### config.mk
export PLATFORM = sky130hd
export DESIGN_NAME = monitor_semaforo
export DESIGN_NICKNAME = d
export VERILOG_FILES = /design/src/rtl/semaforo_pkg.sv /design/src/rtl/monitor_semaforo_decodificador_lampadas.sv /design/src/rtl/monitor_semaforo.sv
export SDC_FILE = /design/constraint.sdc
export NUM_CORES = 1
export LEC_CHECK = 0
export ABC_CLOCK_PERIOD_IN_PS = 4850
export CAP_MARGIN = 25
export CORE_MARGIN = 3
export CORE_UTILIZATION = 66
export CTS_CLUSTER_DIAMETER = 120
export DETAILED_ROUTE_END_ITERATION = 16
export DONT_BUFFER_PORTS = 1
export PLACE_DENSITY = 0.84
export SLEW_MARGIN = 20
export SYNTH_ARGS = -nofsm -noshare
export SYNTH_HDL_FRONTEND = slang
export SYNTH_SLANG_ARGS = --single-unit
### constraint.sdc
create_clock -name clk -period 4.85 [get_ports clk]
set_input_delay 0.2425 -clock clk [delete_from_list [all_inputs] [get_ports clk]]
set_output_delay 0.2425 -clock clk [all_outputs]
set_load 0.01 [all_outputs]
### src/rtl/semaforo_pkg.sv
// semaforo_pkg: phase type, lamp patterns and legal phase succession shared by controller and monitor
package semaforo_pkg;
  typedef enum logic [1:0] {
    VERMELHO         = 2'b00,
    VERMELHO_AMARELO = 2'b01,
    VERDE            = 2'b10,
    AMARELO          = 2'b11
  } fase_t;
  localparam logic [2:0] LAMP_VERMELHO         = 3'b100;
  localparam logic [2:0] LAMP_VERMELHO_AMARELO = 3'b101;
  localparam logic [2:0] LAMP_VERDE            = 3'b010;
  localparam logic [2:0] LAMP_AMARELO          = 3'b001;
  function automatic fase_t next_fase(fase_t f);
    return fase_t'(f + 2'd1);
  endfunction
endpackage

### src/rtl/monitor_semaforo_decodificador_lampadas.sv
// decodificador_lampadas: maps the r/g/y lamp lines to a phase and flags illegal combinations
module decodificador_lampadas
  import semaforo_pkg::*;
(
  input  logic  r_i,
  input  logic  g_i,
  input  logic  y_i,
  output fase_t fase_o,
  output logic  legal_o
);
  logic [2:0] lamp;
  assign lamp = {r_i, g_i, y_i};
  assign legal_o = lamp inside {LAMP_VERMELHO, LAMP_VERMELHO_AMARELO, LAMP_VERDE, LAMP_AMARELO};
  assign fase_o = lamp == LAMP_VERMELHO_AMARELO ? VERMELHO_AMARELO :
                  lamp == LAMP_VERDE            ? VERDE :
                  lamp == LAMP_AMARELO          ? AMARELO : VERMELHO;
endmodule

### src/rtl/monitor_semaforo.sv
// monitor_semaforo: passive traffic-light lamp checker (combination, order, dwell, cycle count).
// Optional MONITOR_SEMAFORO_MIN_DWELL_EN adds erro_curto for phases left before MIN_DWELL cycles.
module monitor_semaforo
  import semaforo_pkg::*;
#(
  parameter int DWELL_W   = 8,
  parameter int MAX_DWELL = 200,
  parameter int CNT_W     = 16
`ifdef MONITOR_SEMAFORO_MIN_DWELL_EN
  , parameter int MIN_DWELL = 1
`endif
) (
  input  logic               clk,
  input  logic               rst,
  input  logic               r,
  input  logic               g,
  input  logic               y,
  input  logic               limpa,
  output logic [1:0]         fase,
  output logic               fase_valida,
  output logic [DWELL_W-1:0] tempo_fase,
  output logic [CNT_W-1:0]   ciclos,
  output logic               erro_comb,
  output logic               erro_seq,
  output logic               timeout,
  output logic               falha
`ifdef MONITOR_SEMAFORO_MIN_DWELL_EN
  , output logic             erro_curto
`endif
);
  fase_t               dec, fase_q, fase_d;
  logic                legal, hold, succ;
  logic                synced_q, valida_q, comb_q, seq_q, to_q, falha_q;
  logic                synced_d, valida_d, comb_d, seq_d, to_d, falha_d, curto_d;
  logic [DWELL_W-1:0]  tempo_q, tempo_d;
  logic [CNT_W-1:0]    ciclos_q, ciclos_d;
  decodificador_lampadas u_dec (.r_i(r), .g_i(g), .y_i(y), .fase_o(dec), .legal_o(legal));
  assign hold = synced_q && legal && dec == fase_q;
  assign succ = synced_q && legal && dec == next_fase(fase_q);
  always_comb begin
    fase_d   = legal ? dec : fase_q;
    synced_d = legal;
    valida_d = legal;
    tempo_d  = !legal ? '0 : hold ? (&tempo_q ? tempo_q : tempo_q + 1'b1) : DWELL_W'(1);
    ciclos_d = ciclos_q + CNT_W'(succ && fase_q == AMARELO);
    comb_d   = !legal;
    seq_d    = synced_q && legal && !hold && !succ;
    // a saturated hold at MAX_DWELL must not re-fire; any fresh phase entry re-arms
    to_d     = legal && tempo_d == DWELL_W'(MAX_DWELL) && !(hold && tempo_q == DWELL_W'(MAX_DWELL));
`ifdef MONITOR_SEMAFORO_MIN_DWELL_EN
    curto_d  = synced_q && !hold && tempo_q < DWELL_W'(MIN_DWELL);
`else
    curto_d  = 1'b0;
`endif
    falha_d  = comb_d || seq_d || to_d || curto_d || (falha_q && !limpa);
  end
  always_ff @(posedge clk or posedge rst)
    if (rst) begin
      fase_q   <= VERMELHO;
      synced_q <= 1'b0;
      valida_q <= 1'b0;
      tempo_q  <= '0;
      ciclos_q <= '0;
      comb_q   <= 1'b0;
      seq_q    <= 1'b0;
      to_q     <= 1'b0;
      falha_q  <= 1'b0;
    end else begin
      fase_q   <= fase_d;
      synced_q <= synced_d;
      valida_q <= valida_d;
      tempo_q  <= tempo_d;
      ciclos_q <= ciclos_d;
      comb_q   <= comb_d;
      seq_q    <= seq_d;
      to_q     <= to_d;
      falha_q  <= falha_d;
    end
`ifdef MONITOR_SEMAFORO_MIN_DWELL_EN
  logic curto_q;
  always_ff @(posedge clk or posedge rst)
    if (rst) curto_q <= 1'b0;
    else curto_q <= curto_d;
  assign erro_curto = curto_q;
`endif
  assign fase        = fase_q;
  assign fase_valida = valida_q;
  assign tempo_fase  = tempo_q;
  assign ciclos      = ciclos_q;
  assign erro_comb   = comb_q;
  assign erro_seq    = seq_q;
  assign timeout     = to_q;
  assign falha       = falha_q;
endmodule

Word-level counts from Yosys, hierarchy flattened
Cells that the tools add are included.

cells by class
  $add $sub $neg = 3
  reductions and logical operators = 20
  eq/ne operators = 9
  mux-type cells = 6

operators with widths
  operator               count
  $mux W8                3
  $add A16 B1 Y16        1
  $eq A8 B8 Y1 const B   2
  $logic_and A1 B1 Y1    10
  $add A8 B1 Y8 const B  1
  $reduce_and A8 Y1      1
  $eq A3 B3 Y1 const B   2
  $mux W2                3
  $logic_not A1 Y1       5
  $eq A2 B2 Y1           2
  $reduce_bool A4 Y1     1
  $eq A3 B1 Y1 const B   1
  $eq A3 B2 Y1 const B   1
  $logic_or A1 B1 Y1     3
  $add A2 B1 Y2 const B  1
  $eq A2 B2 Y1 const B   1

storage, ports and cells
  word-level logic and storage cells = 46
  output and inout port bits = 31
  register bits = 31
  input port bits = 6

Depth between registers and ports, before layout
Gate-level depths: netlist (run 1).

  depth in word-level cells = 13
  mapped depth = 14
  depth with buffers taken out = 13

By module
Synthesis (run 1) repeated with hierarchy kept, for this count alone.

unflattened totals
  cell total of the unflattened synthesis = 142
  area total of the unflattened synthesis = 1550.2 µm²

by module, submodules not included
  module                  times used  cells an instance  area each (µm²)  sequential area each (µm²)
  monitor_semaforo        1           137                1516.5           775.7
  decodificador_lampadas  1           5                  33.8             0.0

Worst setup path after synthesis (run 1)
Ideal clock, no wire load.

  path kind = register to register
  from = register fase_q[1] (netlist: fase[1])
  to = register ciclos_q[14] (netlist: ciclos[14])
  data required time = 4.725 ns
  clock period less this slack = 2.640 ns
  cell stages (with the launch flop) = 14
  buffers on the path = 0
  setup slack = 2.210 ns
  setup time = 0.125 ns
  arrival time = 2.514 ns
  cells stage by stage = dfrtp_1 > ha_1 > nor3b_2 > a21oi_1 > o22ai_1 > and3_1 > ha_1 > ha_1 > nand3_1 > nor2_1 > and3_1 > and4_1 > nand3_1 > xnor2_1

between the ends
  cells in the longest elaborated chain, start to end = 5
  elaborated cells between the ends (all ways) = 6
  classes of those cells = add/sub (2); eq/ne (2); reduce/logical (2)

ends and longest elaborated chain
  element                  line                    RTL
  start, declared          monitor_semaforo.sv:31  fase_t dec, fase_q, fase_d;
  start signal, assigned   monitor_semaforo.sv:69  fase_q <= fase_d;
  $add A2 B1 Y2            semaforo_pkg.sv:14      return fase_t'(f + 2'd1);
  $eq A2 B2 Y1             monitor_semaforo.sv:39  assign succ = synced_q && legal && dec == next_fase(fase_q);
  $logic_and A1 B1 Y1      monitor_semaforo.sv:39
  $logic_and A1 B1 Y1 (*)  monitor_semaforo.sv:45  ciclos_d = ciclos_q + CNT_W'(succ && fase_q == AMARELO);
  $add A16 B1 Y16 (*)      monitor_semaforo.sv:45
  via ciclos_d[14]         monitor_semaforo.sv:36  logic [CNT_W-1:0] ciclos_q, ciclos_d;
  end signal, assigned     monitor_semaforo.sv:73  ciclos_q <= ciclos_d;
  end, declared            monitor_semaforo.sv:36

The timed path passes the listed nets; every way through them passes the cells marked *.
A chain may end at the register's enable or synchronous reset.

Worst setup path after layout (run 1)
  from = register fase_q[0] (netlist: fase[0])
  to = register ciclos_q[14] (netlist: ciclos[14])

The elaborated chain is that of the path after synthesis.

==> metrics.txt, run 1 <==
P_sw 0.000144 W; IO Pins 37; Worst Tran Pin Value 0.755 ns; Root Driver clkbuf_4; Yosys top cell by area dfrtp_1; layout cell share with drive strength beyond 1 11.6%; die area 0.00310 mm2; number of synthesized flops with an enable pin 0; max cap viols 0; r2r setup slk 1.86 ns; Comb pwr share 8.3%; routed vias 1187; Yosys cell types 36; gr ovfl total 0; TNS Setup 0 ns; RSZ-0062 raised after global routing false; GRT Total Usage 22.4%; status finished clean; Core Box Area 0.00228 mm2; first-pass GRT wire length 5400 um; met2 Usage GRT 36.5%; reg2reg start fase[0]; part of the power in the clock network 36.9%; Worst-Skew Late Latency 0.33 ns; Fillers 153; share of the synthesized area in the top cell type 47.7%; # resized after CTS 0; TritonCTS clock tree yes; Netlist Area Pre-Place 0.00163 mm2; final setup violation count 0; commonest non-fill, non-tap cell in the layout dfrtp_1; met1 GRT Util 24.7%; vias in the first global route 1215; Sw Ratio 26.3%; DR pass1 iterations 4; Mean Syn Cell Area 10.4 um2; Port-buffer cells 0; ys flop type dfrtp_1; Final Critical Period 2.99 ns; Hold Path Stages 2; worst clock skew 0.00540 ns; Final GP Congestion 0.875; Avg Vias per Cell 6.18; fin nets 174; post-synthesis sequential area ratio 47.7%; floorplan row count 17; Power Total 0.000547 W; PwrDens 314 mW/mm2; Tcrit/Tclk final 61.6%; R2R cell count 13; ys async rst share 100%; antenna viol nets, final 0; Worst-path clk slew 0.10 ns; max frequency 0.335 GHz; most frequent cells in the layout dfrtp_1 (31), nand2_1 (15), xnor2_1 (12); Int Power 0.000403 W; leakage power 0.806 nW; Min-Delay Path Class primary input to flop; syn_nets 168; Slew Limit Fails 0; M3 GR Usage 8.82%; Max-slew headroom 49.6%; Chip Width 55.7 um; Die Ht 55.7 um; final WL 3080 um; Hold Fails Final Rpt 0; clk sinks 31; hold path start g; busiest grt layer met2; Synthesis Warnings 0; TritonCTS Buffers 5; Max Buffers Root-to-Sink 2; Hold EP fase[1]; Yosys reg bits 31; VDD IR max 0.300 mV; initial drt markers 36; WP data arrival 3.20 ns; initial antenna violation count 0; crit-path max FO 11; post-synthesis instance total 157; CP Launch Type flop; Synth area leaders dfrtp_1 (48%), xnor2_1 (6.5%), ha_1 (3.8%); Initial Utilization 71.5%; Routed WL per cell 16.1 um; CP Class flop to flop; WP data required 5.07 ns; reg-to-reg endpoint ciclos[14]; Area Overhead vs Synth 6.92%; ant diodes 0; maximum number of pins on one net before global-route repair 20; CP endpoint kind flop; register share of total power 54.8%; hpwl dp 2220 um; # DRC 0; htree depth 2
logic make-up after synthesis:
family	count (synthesis)	share of synthesized area, %
compound gates	26	9.30
mux	2	1.23
buf+inv	14	5.23
fa+ha+maj	5	3.84
xor+xnor	18	10.1
simple gates	61	22.6
flops	31	47.7
power by group through the flow:
stage | Sequential (W) | Combinational, W | Clock (W)
CTS | 0.000300 | 0.0000459 | 0.000205
finish | 0.000300 | 0.0000455 | 0.000202
floorplan | 0.000299 | 0.0000424 | 0
global route | 0.000303 | 0.0000537 | 0.000215
global placement | 0.000305 | 0.0000401 | 0
detailed placement | 0.000305 | 0.0000431 | 0
critical path, stage by stage, from the launching register on:
cell     delay, ns
dfrtp_1       0.52
ha_1          0.39
nor3b_2       0.18
a21oi_1       0.06
o22ai_1       0.20
and3_1        0.18
ha_1          0.16
ha_1          0.18
nand3_1       0.12
nor2_1        0.16
and3_1        0.19
and4_1        0.26
nand3_1       0.11
xnor2_1       0.15
worst max-delay path by stage:
| stage | start | end | slack, ns |
|---|---|---|---|
| after floorplan | fase[1] | ciclos[14] | 2.21 |
| after global placement | fase[0] | ciclos[14] | 2.04 |
| after detailed placement | fase[0] | ciclos[14] | 1.88 |
| after CTS | fase[0] | ciclos[14] | 1.86 |
| after global routing | fase[0] | ciclos[14] | 1.63 |
| final | fase[0] | ciclos[14] | 1.86 |
synthesized netlist by cell type, drive strengths merged (2+ instances only):
cell	number
dfrtp	31
nand2	15
xnor2	13
nand3	10
a21oi	9
inv	9
nor2	9
o21ai	9
and3	8
ha	5
xor2	5
buf	4
nor3b	4
a31oi	3
or4	3
and4	2
mux2i	2
nor2b	2
o22ai	2
repair_timing:
action | CTS | global route
endpoints found under the hold margin | 20 | 0
buffers inserted | 0 | 0
setup endpoints to repair | 0 | 0
hold buffers | 3 | 0
layer usage:
layer  up-vias  part of all wire [%]
met5         -                     0
li1        558                     -
met2        54                    51
met4         0                   1.2
met3         6                   8.1
met1       569                    40
final cells by class:
| cell class | count | area (um2) | area share (%) |
|---|---|---|---|
| Sequential cell | 31 | 776 | 44.6 |
| Multi-Input combinational cell | 112 | 767 | 44.1 |
| Timing Repair Buffer | 4 | 45.0 | 2.59 |
| Clock inverter | 3 | 43.8 | 2.52 |
| Clock buffer | 5 | 37.5 | 2.16 |
| Inverter | 9 | 36.3 | 2.08 |
| Tap cell | 28 | 35.0 | 2.01 |
per-stage QoR:
step	hold WS [ns]	cells	cell area (um2)	utilization, %	setup slack, ns
after floorplan	0.346	157	1630	-	2.21
after global placement	0.332	180	1610	70.9	2.04
after detailed placement	0.307	181	1630	71.6	1.88
after CTS	0.0437	192	1740	76.5	1.86
after global routing	0.0611	192	1740	76.5	1.63
final	0.0599	192	1740	76.5	1.86
registers in the layout, indices dropped and copies added (netlist names):
register     flops
falha            1
tempo_fase       8
erro_comb        1
erro_seq         1
timeout          1
ciclos          16
fase             2
fase_valida      1
No activity file was read; power rests on OpenSTA's default activity.
==> run 2: changes to the inputs <==
- ABC_CLOCK_PERIOD_IN_PS: 4850 -> 2700
- CORE_UTILIZATION: 66 -> 56
- PLACE_DENSITY: 0.84 -> 0.76
- clock period: 4.85 -> 2.7 ns (I/O delays scaled with it)
==> metrics.txt, run 2 (synthesis gave the netlist of run 1 again) <==
CP endpoint kind flop; Max-slew headroom 57.8% (+8.2 points); IO Pins 37 (unchanged); Slew Limit Fails 0 (unchanged); maximum number of pins on one net before global-route repair 18 (-10%); die area 0.00359 mm2 (+16%); layout cell share with drive strength beyond 1 28.0% (+16 points); part of the power in the clock network 39.2% (+2.3 points); register share of total power 47.7% (-7.1 points); max cap viols 0 (unchanged); initial antenna violation count 0 (unchanged); vias in the first global route 1282 (+5.5%); GRT Total Usage 21.2% (-1.1 points); gr ovfl total 0 (unchanged); Int Power 0.000862 W (+110%); slack of the critical path -0.0270 ns (-1.89 ns); commonest non-fill, non-tap cell in the layout dfrtp_1; Routed WL per cell 16.2 um (+0.70%); CP Buf/Inv Count 1 (+1); non-filler cells, final 212 (+10%); antenna viol nets, final 0 (unchanged); failing checks negative setup slack; Core Box Area 0.00261 mm2 (+15%); PwrDens 563 mW/mm2 (+79%); TritonCTS Buffers 5 (unchanged); final WL 3430 um (+11%); Worst-Skew Late Latency 0.32 ns (about the same); crit-path max FO 6 (-5); # DRC 0 (unchanged); htree depth 2 (unchanged); Sw Ratio 24.4% (-1.9 points); worst clock skew 0.00374 ns (-0.00165 ns); Chip Width 59.9 um (+7.6%); Hold Fails Final Rpt 0 (unchanged); VDD IR max 0.569 mV (+90%); most frequent cells in the layout dfrtp_1 (30), nand2_1 (15), buf_4 (15); critical path, cell by cell buf_6 -> xnor2_4 -> nor3b_2 -> a21oi_1 -> o22ai_1 -> and3_1 -> ha_4 -> ha_4 -> nand3_4 -> nor2_4 -> and3_4 -> and4_4 -> nand3_2 -> xnor2_1; ant diodes 0 (unchanged); status finished, violations left; Final Critical Period 2.73 ns (-0.260 ns); Final GP Congestion 0.824 (-5.8%); Min-Delay Path Class primary input to flop; max frequency 0.367 GHz (+9.5%); Area Overhead vs Synth 24.2%; CP max stage cell dfrtp_2; P_sw 0.000277 W (+93%); Max Buffers Root-to-Sink 2 (unchanged); hpwl dp 2270 um (+2.2%); routed vias 1245 (+4.9%); leakage power 0.907 nW (+13%); initial drt markers 55 (+53%); floorplan row count 18 (+1); Worst-path clk slew 0.10 ns (about the same); Root Driver clkbuf_4; clk sinks 31 (unchanged); WP data required 2.92 ns (-2.15 ns); CP Class flop to flop; fin nets 192 (+10%); Worst path max stage delay 0.45 ns (-0.07 ns); TritonCTS clock tree yes; Worst Tran Pin Value 0.633 ns (-0.123 ns); first-pass GRT wire length 5540 um (+2.7%); Die Ht 59.9 um (+7.6%); Comb pwr share 13.1% (+4.8 points); pre-CTS WS -0.0805 ns (-1.96 ns); Port-buffer cells 0 (unchanged); CP top delay family simple AND/OR/NAND/NOR gates; Power Total 0.00114 W (+110%); Tcrit/Tclk final 101% (+39 points); final setup violation count 3 (+3); crit-path most repeated cell ha_4; placed instance count 188 (+3.9%); Largest register FFs 16 (unchanged); Initial Utilization 62.3% (-9.2 points); CP Launch Type flop; Avg Vias per Cell 5.87 (-5.0%); worst hold slack 0.0265 ns (-0.0335 ns); DR pass1 iterations 4 (unchanged); WP data arrival 2.94 ns (-0.26 ns); RSZ-0062 raised after global routing true
## run 2: cell types whose count changed in the layout (fill, tap and decap cells not counted), sizes merged
cell / delta
clkinv: -2
buf: +17
bufinv: +1
dlygate4sd3: +1
clkbuf: +1
## run 2: what timing repair did
action                                  CTS  global route
hold endpoints to repair                 19             0
cloned                                    1             0
pin swaps                                 4             8
resized for setup                        13            10
setup buffers                            11             1
hold buffers                              4             0
endpoints found under the setup margin    3             8
## run 2: layer usage
layer / part of all wire [%] / wire length (um) / vias to the layer above / track usage (%)
met4: 2.0 / 70 / 0 / 7.91
met3: 7.0 / 239 / 10 / 9.94
li1: - / - / 592 / -
met5: 0 / 0 / - / 0
met2: 53 / 1810 / 38 / 38.7
met1: 38 / 1310 / 605 / 20.4
## run 2: path summary, 6_finish.rpt
check	cells after the start	to	start	slack (ns)
setup reg to reg	14	ciclos[14]	fase[0]	-0.03
setup / recovery	14	ciclos[14]	fase[0]	-0.03
min in group asynchronous	2	falha	rst	0.33
hold reg to reg	1	ciclos[15]	ciclos[15]	0.55
hold / removal	2	erro_comb	y	0.03
max in group asynchronous	3	tempo_fase[4]	rst	1.86
## run 2: power by group through the flow
stage	logic (W)	clock network, W	registers [W]
floorplan	0.0000762	0	0.000537
finish	0.000149	0.000447	0.000543
global route	0.000167	0.000478	0.000549
detailed placement	0.0000921	0	0.000541
global placement	0.0000866	0	0.000540
CTS	0.000135	0.000453	0.000539
## run 2: per-stage QoR
step | setup TNS (ns) | utilization (%) | area [um2]
final | -0.0532 | 77.4 | 2020
after global routing | -0.508 | 77.4 | 2020
after CTS | -0.00215 | 75.1 | 1960
after detailed placement | -0.181 | 63.9 | 1670
after global placement | 0 | 63.3 | 1650
after floorplan | 0 | - | 1630
## run 2: final cells by class
type                            instances  area (um2)
Timing Repair Buffer                   22         184
Sequential cell                        31         777
Tap cell                               30        37.5
Clock buffer                            6        41.3
Inverter                                9        36.3
Fill cell                             153         591
Multi-Input combinational cell        112         886
Clock inverter                          2        60.1
==> run 3: changes to the inputs <==
- BUFFER_PORTS_ARGS: not set -> -buffer_cell sky130_fd_sc_hd__buf_2
- CORE_UTILIZATION: 56 -> 48
- DONT_BUFFER_PORTS: 1 -> not set
- PLACE_DENSITY: 0.76 -> 0.77
- SKIP_LAST_GASP: not set -> 1
==> metrics.txt, run 3 (synthesis gave the netlist of run 1 again) <==
status finished clean; Worst-Skew Late Latency 0.33 ns (about the same); Hold EP fase[0]; Final Util 70.6% (-6.8 points); Root Driver clkbuf_4; Max-slew headroom 74.7% (+17 points); reg2reg start fase[0]; final WL 3870 um (+13%); antenna viol nets, final 0 (unchanged); Sw Ratio 28.5% (+4.1 points); Chip Width 64.2 um (+7.2%); non-filler cells, final 265 (+25%); Largest register FFs 16 (unchanged); Cell Area, Placed 0.00184 mm2 (+10%); WP data required 2.91 ns (about the same); final instance area 0.00222 mm2 (+10%); Initial Utilization 51.6% (-11 points); crit-path max FO 3 (-3); Hold Path Stages 2 (unchanged); VDD IR max 0.328 mV (-42%); Power Total 0.00105 W (-7.6%); gr ovfl total 0 (unchanged); pre-CTS WS -0.0860 ns (-0.00555 ns); Routed WL per cell 14.6 um (-9.7%); Port-buffer cells 36 (+36); maximum number of pins on one net before global-route repair 32 (+14); Area Overhead vs Synth 36.7%; max cap viols 0 (unchanged); Max Buffers Root-to-Sink 2 (unchanged); hold path start g; Avg Vias per Cell 5.32 (-9.4%); RSZ-0062 raised after global routing true; PwrDens 473 mW/mm2 (-16%); initial antenna violation count 0 (unchanged); max frequency 0.374 GHz (+2.1%); CP endpoint kind flop; layout cell share with drive strength beyond 1 43.0% (+15 points); Hold Fails Final Rpt 0 (unchanged); initial drt markers 67 (+22%); ant diodes 0 (unchanged); CP Launch Type flop; TritonCTS Buffers 5 (unchanged); placed instance count 235 (+25%); Slew Limit Fails 0 (unchanged); Int Power 0.000752 W (-13%); fin nets 231 (+20%); CP Class flop to flop; Final Critical Period 2.67 ns (-0.0567 ns); P_sw 0.000300 W (+8.0%); DR pass1 iterations 4 (unchanged); Worst-path clk slew 0.09 ns (about the same); R2R cell count 14 (unchanged); # DRC 0 (unchanged); Worst Tran Pin Value 0.379 ns (-0.254 ns); floorplan row count 20 (+2); reg-to-reg endpoint ciclos[14]; most frequent cells in the layout buf_2 (36), dfrtp_1 (31), buf_4 (23); TritonCTS clock tree yes; hpwl dp 2320 um (+2.0%); register share of total power 50.5% (+2.8 points); GRT Total Usage 19.7% (-1.6 points); slack of the critical path 0.0296 ns (+0.0567 ns); first-pass GRT wire length 6230 um (+12%); r2r setup slk 0.03 ns (+0.06 ns); clk sinks 31 (unchanged); Comb pwr share 20.5% (+7.4 points); htree depth 2 (unchanged); leakage power 1.10 nW (+21%); IO Pins 37 (unchanged); Min-Delay Path Class primary input to flop; Tcrit/Tclk final 98.9% (-2.1 points); worst clock skew 0.00571 ns (+0.00197 ns); commonest non-fill, non-tap cell in the layout buf_2; final setup violation count 0 (-3); die area 0.00413 mm2 (+15%); part of the power in the clock network 29.0% (-10 points); Core Box Area 0.00315 mm2 (+21%); WP data arrival 2.88 ns (-0.06 ns); vias in the first global route 1355 (+5.7%); routed vias 1410 (+13%); Final GP Congestion 0.833 (+1.1%); Die Ht 64.2 um (+7.2%)
run 3: cell count changes in the layout (fill, tap and decap cells not counted), sizes merged:
| cell | change |
|---|---|
| bufinv | -2 |
| buf | +42 |
| dlygate4sd3 | -3 |
| clkbuf | +2 |
run 3: worst max-delay path by stage:
stage,slack [ns],cells after the start,start,end
2_1_floorplan,0.06,13,fase[1],ciclos[14]
3_3_place_gp,0.08,13,fase[0],ciclos[14]
3_5_place_dp,-0.09,13,fase[0],ciclos[14]
4_1_cts,-0.01,14,fase[0],ciclos[14]
5_1_grt,-0.08,14,fase[0],ciclos[14]
6_report,0.03,14,fase[0],ciclos[14]
run 3: what timing repair did:
item                                   4_1_cts  5_1_grt
pin swaps                                    7        7
resized for setup                           11       16
hold buffers                                 1        0
endpoints found under the hold margin       31        0
setup endpoints to repair                    3       10
cloned                                       0        0
buffers inserted                            17        5
run 3: metrics by stage:
step / setup TNS (ns) / hold WS, ns
after floorplan: 0 / 0.239
after global placement: 0 / 0.224
after detailed placement: -0.168 / 0.228
after CTS: -0.0146 / 0.0974
after global routing: -0.186 / 0.118
final: 0 / 0.116
run 3: worst max-delay path: stages (launching register included):
cell and delay (ns):
dfrtp_1 0.43, buf_6 0.15, xnor2_4 0.13, nor3b_4 0.21
a21oi_2 0.05, o22ai_2 0.18, and3_4 0.22, ha_4 0.16
ha_4 0.15, nand3_4 0.09, nor2_4 0.11, and3_4 0.18
and4_4 0.25, nand3_1 0.10, xnor2_1 0.14
run 3: metal layers:
metal  up-vias  GRT usage [%]  part of all wire [%]
met5         -              0                     0
met4         0           10.6                   2.1
met3        11           3.69                   4.3
met2        37           36.6                    53
met1       686           20.5                    40
li1        676              -                     -
run 3: layout make-up:
type	count	area (um2)
Fill cell	226	928
Multi-Input combinational cell	112	915
Sequential cell	31	776
Timing Repair Buffer	61	374
Clock buffer	8	68.8
Tap cell	44	55.1
Inverter	9	36.3
run 3: power groups by stage:
| stage | clock [W] | sequential, W | combinational (W) |
|---|---|---|---|
| after detailed placement | 0 | 0.000522 | 0.000145 |
| after floorplan | 0 | 0.000537 | 0.0000762 |
| after CTS | 0.000310 | 0.000520 | 0.000185 |
| final | 0.000305 | 0.000531 | 0.000216 |
| after global routing | 0.000344 | 0.000535 | 0.000238 |
| after global placement | 0 | 0.000521 | 0.000141 |
